$ cat src/rtl/cargador_memorias.sv
// Configuration frame loader: parses HEADER-delimited byte frames into staging registers and
// commits them atomically to the configuration outputs. Define CARGADOR_CHECKSUM_EN for an XOR trailer byte.
module cargador_memorias #(
  parameter int          QUEUE_QUANTITY    = 4,
  parameter int          MAX_WEIGHT        = 64,
  parameter int          TABLE_SIZE        = 8,
  parameter int          TIPOS_ROUND_ROBIN = 3,
  parameter logic [7:0]  HEADER            = 8'hA5,
  localparam int         WW                = $clog2(MAX_WEIGHT),
  localparam int         RW                = $clog2(TIPOS_ROUND_ROBIN),
  localparam int         SW                = $clog2(QUEUE_QUANTITY)
) (
  input  logic                         clk,
  input  logic                         rst,
  input  logic                         enb,
  input  logic                         abortar,
  input  logic [7:0]                   data_in,
  input  logic                         valid_in,
  output logic                         ready_out,
  output logic                         iniciar,
  output logic [RW-1:0]                seleccion_roundRobin_out,
  output logic [QUEUE_QUANTITY*WW-1:0] pesos_out,
  output logic [TABLE_SIZE*WW-1:0]     pesosArbitraje_out,
  output logic [TABLE_SIZE*SW-1:0]     selecciones_out,
  output logic                         error_trama,
  output logic [7:0]                   tramas_ok
);

  localparam int MaxEntries = (TABLE_SIZE > QUEUE_QUANTITY) ? TABLE_SIZE : QUEUE_QUANTITY;
  localparam int IW         = (MaxEntries > 1) ? $clog2(MaxEntries) : 1;

  typedef enum logic [2:0] {StIdle, StRr, StPesos, StArb, StSel, StChk} state_e;

  state_e                      state_q, state_d;
  logic [IW-1:0]               idx_q, idx_d;
  logic [RW-1:0]               rr_q, rr_d;
  logic [QUEUE_QUANTITY*WW-1:0] pesos_q, pesos_d;
  logic [TABLE_SIZE*WW-1:0]    arb_q, arb_d;
  logic [TABLE_SIZE*SW-1:0]    sel_q, sel_d;
  logic                        take, abort, end_frame, chk_bad, commit, reject;
`ifdef CARGADOR_CHECKSUM_EN
  logic [7:0]                  chk_q, chk_d;
`endif

  assign ready_out = enb & rst;
  // abortar wins over data: the byte presented on an abort edge is not consumed
  assign abort     = enb & abortar;
  assign take      = ready_out & valid_in & ~abortar;

  always_comb begin
    state_d   = state_q;
    idx_d     = idx_q;
    rr_d      = rr_q;
    pesos_d   = pesos_q;
    arb_d     = arb_q;
    sel_d     = sel_q;
    end_frame = 1'b0;
    chk_bad   = 1'b0;
`ifdef CARGADOR_CHECKSUM_EN
    chk_d     = chk_q;
`endif
    if (abort) begin
      state_d = StIdle;
      idx_d   = '0;
      rr_d    = '0;
      pesos_d = '0;
      arb_d   = '0;
      sel_d   = '0;
`ifdef CARGADOR_CHECKSUM_EN
      chk_d   = '0;
`endif
    end else if (take) begin
`ifdef CARGADOR_CHECKSUM_EN
      if (state_q != StIdle) chk_d = chk_q ^ data_in;
`endif
      case (state_q)
        StIdle: begin
          if (data_in == HEADER) begin
            state_d = StRr;
            idx_d   = '0;
`ifdef CARGADOR_CHECKSUM_EN
            chk_d   = '0;
`endif
          end
        end
        StRr: begin
          rr_d    = data_in[RW-1:0];
          idx_d   = '0;
          state_d = StPesos;
        end
        StPesos: begin
          pesos_d[idx_q*WW +: WW] = data_in[WW-1:0];
          if (idx_q == IW'(QUEUE_QUANTITY - 1)) begin
            idx_d   = '0;
            state_d = StArb;
          end else begin
            idx_d = idx_q + 1'b1;
          end
        end
        StArb: begin
          arb_d[idx_q*WW +: WW] = data_in[WW-1:0];
          if (idx_q == IW'(TABLE_SIZE - 1)) begin
            idx_d   = '0;
            state_d = StSel;
          end else begin
            idx_d = idx_q + 1'b1;
          end
        end
        StSel: begin
          sel_d[idx_q*SW +: SW] = data_in[SW-1:0];
          if (idx_q == IW'(TABLE_SIZE - 1)) begin
            idx_d = '0;
`ifdef CARGADOR_CHECKSUM_EN
            state_d = StChk;
`else
            end_frame = 1'b1;
`endif
          end else begin
            idx_d = idx_q + 1'b1;
          end
        end
`ifdef CARGADOR_CHECKSUM_EN
        StChk: begin
          end_frame = 1'b1;
          chk_bad   = (data_in != chk_q);
        end
`endif
        default: state_d = StIdle;
      endcase
      if (end_frame) begin
        state_d = StIdle;
        idx_d   = '0;
      end
    end
  end

  assign reject = end_frame & ((32'(rr_q) >= 32'(TIPOS_ROUND_ROBIN)) | chk_bad);
  assign commit = end_frame & ~reject;

  always_ff @(posedge clk) begin
    if (!rst) begin
      state_q                  <= StIdle;
      idx_q                    <= '0;
      rr_q                     <= '0;
      pesos_q                  <= '0;
      arb_q                    <= '0;
      sel_q                    <= '0;
`ifdef CARGADOR_CHECKSUM_EN
      chk_q                    <= '0;
`endif
      iniciar                  <= 1'b0;
      error_trama              <= 1'b0;
      seleccion_roundRobin_out <= '0;
      pesos_out                <= '0;
      pesosArbitraje_out       <= '0;
      selecciones_out          <= '0;
      tramas_ok                <= '0;
    end else begin
      state_q     <= state_d;
      idx_q       <= idx_d;
      rr_q        <= rr_d;
      pesos_q     <= pesos_d;
      arb_q       <= arb_d;
      sel_q       <= sel_d;
`ifdef CARGADOR_CHECKSUM_EN
      chk_q       <= chk_d;
`endif
      iniciar     <= commit;
      error_trama <= reject;
      // sel_d carries the final selecciones byte when it is the last byte of the frame
      if (commit) begin
        seleccion_roundRobin_out <= rr_q;
        pesos_out                <= pesos_q;
        pesosArbitraje_out       <= arb_q;
        selecciones_out          <= sel_d;
        tramas_ok                <= tramas_ok + 8'd1;
      end
    end
  end

endmodule
$ cat config.mk
export PLATFORM = sky130hd
export DESIGN_NAME = cargador_memorias
export DESIGN_NICKNAME = d
export VERILOG_FILES = /design/src/rtl/cargador_memorias.sv
export SDC_FILE = /design/constraint.sdc
export NUM_CORES = 1
export LEC_CHECK = 0
export ABC_AREA = 1
export BUFFER_PORTS_ARGS = -buffer_cell sky130_fd_sc_hd__buf_2
export CAP_MARGIN = 20
export CORE_UTILIZATION = 35
export DETAILED_ROUTE_END_ITERATION = 7
export GPL_TIMING_DRIVEN = 0
export PLACE_DENSITY_LB_ADDON = 0.3
export SYNTH_ARGS = -nofsm -noshare
export SYNTH_HDL_FRONTEND = slang
export SYNTH_SLANG_ARGS = --single-unit
$ cat constraint.sdc
create_clock -name clk -period 6.46 [get_ports clk]
set_clock_uncertainty 0.2 [all_clocks]
set_input_delay 1.292 -clock clk [delete_from_list [all_inputs] [get_ports clk]]
set_output_delay 1.292 -clock clk [all_outputs]
set_load 0.02 [all_outputs]
==> key figures <==
Outcome
  – Status: complete, no violations

GRT
  – Largest net degree at the start of global routing: 18
  – GR Util All Layers: 0.228
  – First-pass GRT wire length: 45900 um
  – Total grt overflow: 0
  – Initial antenna violation count: 1
  – Number of global-route vias before repair: 8041

Timing
  – Max Slew Vio Count: 0
  – Worst hold margin: 262 ps
  – Unrepaired setup endpoints after global routing: no
  – Setup violators final: 0
  – Slew @ Worst Pin: 790 ps
  – Slew HR: 0.468
  – Post-layout min period: 4050 ps
  – Final worst path period share: 0.627
  – Fmax: 0.247 GHz
  – Setup TNS: 0 ps
  – Fin. Hold Viols: 0

Logic synthesis
  – Ranking of synthesized cells by area: dfxtp_1 (43%), nor2_1 (11%), o21ai_0 (7.1%), nand2_1 (6.4%), inv_1 (4.3%)
  – Mapped Cells: 1231
  – Synth Register Bits: 196
  – Post-Synth Simple-Gate Area: 0.289
  – Largest family of logic cells by synthesized area: simple AND/OR/NAND/NOR gates
  – Area leader, netlist: dfxtp_1
  – Yosys warns: 0
  – Predominant post-synthesis flop cell: dfxtp_1
  – Post-synth net total: 1259
  – Mux contribution to synthesized area: 0.00110
  – Syn_area_per_cell: 7.37 sq um
  – Number of distinct library cells after synthesis: 46
  – Async SR Flop Fraction: 0
  – Post-synthesis sequential area ratio: 0.433
  – Mapped Area: 0.00907 sq mm
  – Post-synth top area share: 0.433
  – Adder-cell share of the synthesized area: 0.0215
  – Number of synthesized flops with an enable pin: 0
  – Compound-gate portion of the synthesized area: 0.169
  – XOR/XNOR share of the synthesized area: 0

Floorplan
  – Core area: 0.0253 sq mm
  – Die area: 0.0266 sq mm
  – Die Width: 163 um
  – I/O pin cnt: 114
  – FP Rows: 58
  – Die height: 163 um
  – Starting density of the core: 0.358

Critical path
  – CP max stage cell: fa_1
  – Largest delay share family, worst path: adder cells
  – Cell Chain, Critical Path: ha_1 -> fa_1 -> inv_2 -> nand2_2 -> inv_2 -> nand2_1 -> inv_1 -> ha_1 -> buf_2 -> inv_1 -> clkbuf_1 -> nand4_1 -> o21ai_1 -> nand3_1 -> a21oi_1
  – Worst setup SP type: flip-flop
  – Crit. End Element: flip-flop
  – WP depth: 15
  – Worst Path Required: 6630 ps
  – Worst reg-to-reg path cell count: 15
  – Crit path DAT: 4220 ps
  – Slowest cell delay on critical path: 610 ps
  – Crit Path Class: flip-flop to flip-flop
  – Crit path max fanout: 10
  – Worst path bufs/invs: 6

Layout
  – Most common cell after layout, fill and taps aside: nor2_1
  – Design area: 0.0106 sq mm
  – Final nets: 1390
  – Layout cells sized above 1: 0.181
  – Commonest non-fill, non-tap cells in the layout: nor2_1 (259), dfxtp_1 (196), nand2_1 (155), buf_2 (129), o21ai_0 (129)
  – P&R area growth vs syn: 17.4%

Routing
  – DRC viols: 0
  – Remaining antenna violation count: 0
  – Routed WL: 29500 um
  – Routed wire length per instance: 17.3 um
  – Vias: 8536
  – Vias per cell: 5.01
  – DR pass1 iterations: 5
  – Initial DRC count: 630

Place
  – RD Place Congestion: 0.958
  – Post-DP HPWL: 22900 um
  – Buffers on Ports: 112
  – Post-place instance area: 0.0100 sq mm

Clock network
  – CTS Buffer Depth: 2
  – Sink Count: 196
  – Worst-path clk slew: 70 ps
  – Root buffer cell: clkbuf_16
  – Cts hold-fix bufs: 0
  – CTS buffer count: 17
  – TritonCTS clock tree: built
  – Worst skew pair latency: 450 ps
  – CTS H-tree lvls: 4
  – Setup bufs post-CTS: 0
  – Cts repair resizes: 0

Pwr
  – Design Power: 2.38 mW
  – VDD IR max: 0.159 mV
  – Pwr dens: 223 mW/mm^2
  – LEAKAGE: 4.57 nW

Run
  – Max cap viols: 0

Min path
  – HP Class: flip-flop to flip-flop
  – Hold Path Depth: 2
## logic make-up after synthesis
family	count (synthesis)
compound gates	271
fa+ha+maj	15
buf+inv	181
flops	196
mux	1
simple gates	567
## cells in the mapped netlist, drive strengths merged (2+ instances only)
cell      n
a21oi    64
nor3b     2
nand2   172
nand4    15
inv     121
or2       3
nor2    283
dfxtp   196
nand3    69
buf      32
ha       14
o21a      2
o21ai   146
nor4      2
o31ai     2
and3      3
clkinv    3
clkbuf   25
o211ai    9
nor3     14
nand3b    4
a211oi   38
o22ai     7
## where the power goes
part / total, mW / internal (mW) / switching [mW]
clock network: 1.10 / 0.597 / 0.504
registers: 1.21 / 1.21 / 0.0000161
logic: 0.0699 / 0.0155 / 0.0544
total: 2.38 / 1.82 / 0.558
## worst reg2reg max path: stages, from the launching register on
cell and delay [ps]:
dfxtp_1 450, ha_1 490, fa_1 610, inv_2 100
nand2_2 60, inv_2 80, nand2_1 100, inv_1 80
ha_1 220, buf_2 220, inv_1 160, clkbuf_1 460
nand4_1 220, o21ai_1 240, nand3_1 140, a21oi_1 160
## metal layers
metal  global-route usage  up-vias  wire length, um
met5                    0        -                0
met4               0.0743        0              648
met3               0.0372       38             1490
met2                0.362      228            13200
met1                0.312     3965            14200
li1                     -     4305                -
## flip-flops by register name, indices dropped and copies added, names as in the netlist
signal	count
selecciones_out	16
idx_q	3
arb_q	48
iniciar	1
sel_q	16
state_q	3
rr_q	2
seleccion_roundRobin_out	2
pesos_out	24
tramas_ok	8
pesos_q	24
pesosArbitraje_out	48
error_trama	1
## cell type report
class / instances / area, sq um
flip-flops and latches: 196 / 3920
plain buffers: 57 / 310
fillers: 2637 / 14700
clock buffers: 19 / 453
well taps: 330 / 413
inverters: 124 / 473
diodes: 1 / 2.50
clock inverters: 12 / 150
multi-input cells: 854 / 4360
repair buffers: 112 / 561
## per-stage QoR
stage / util / std cells / worst slack [ps]
after global placement: 0.397 / 1673 / 2440
final: 0.420 / 1705 / 2410
after CTS: 0.420 / 1704 / 2410
after detailed placement: 0.397 / 1673 / 2430
after floorplan: - / 1231 / 3200
after global routing: 0.420 / 1705 / 2120
## worst paths after layout
| kind | from | slack [ps] | end |
|---|---|---|---|
| worst min-delay path | pesos_q[9]$_SDFFE_PP0P_ | 260 | pesos_out[9]$_SDFFE_PN0P_ |
| worst min register to register | pesos_q[9]$_SDFFE_PP0P_ | 260 | pesos_out[9]$_SDFFE_PN0P_ |
| worst max-delay path | idx_q[1]$_SDFFE_PP0P_ | 2410 | pesos_q[2]$_SDFFE_PP0P_ |
| worst max register to register | idx_q[1]$_SDFFE_PP0P_ | 2410 | pesos_q[2]$_SDFFE_PP0P_ |
Note: power is estimated with default switching activity, not from simulation.
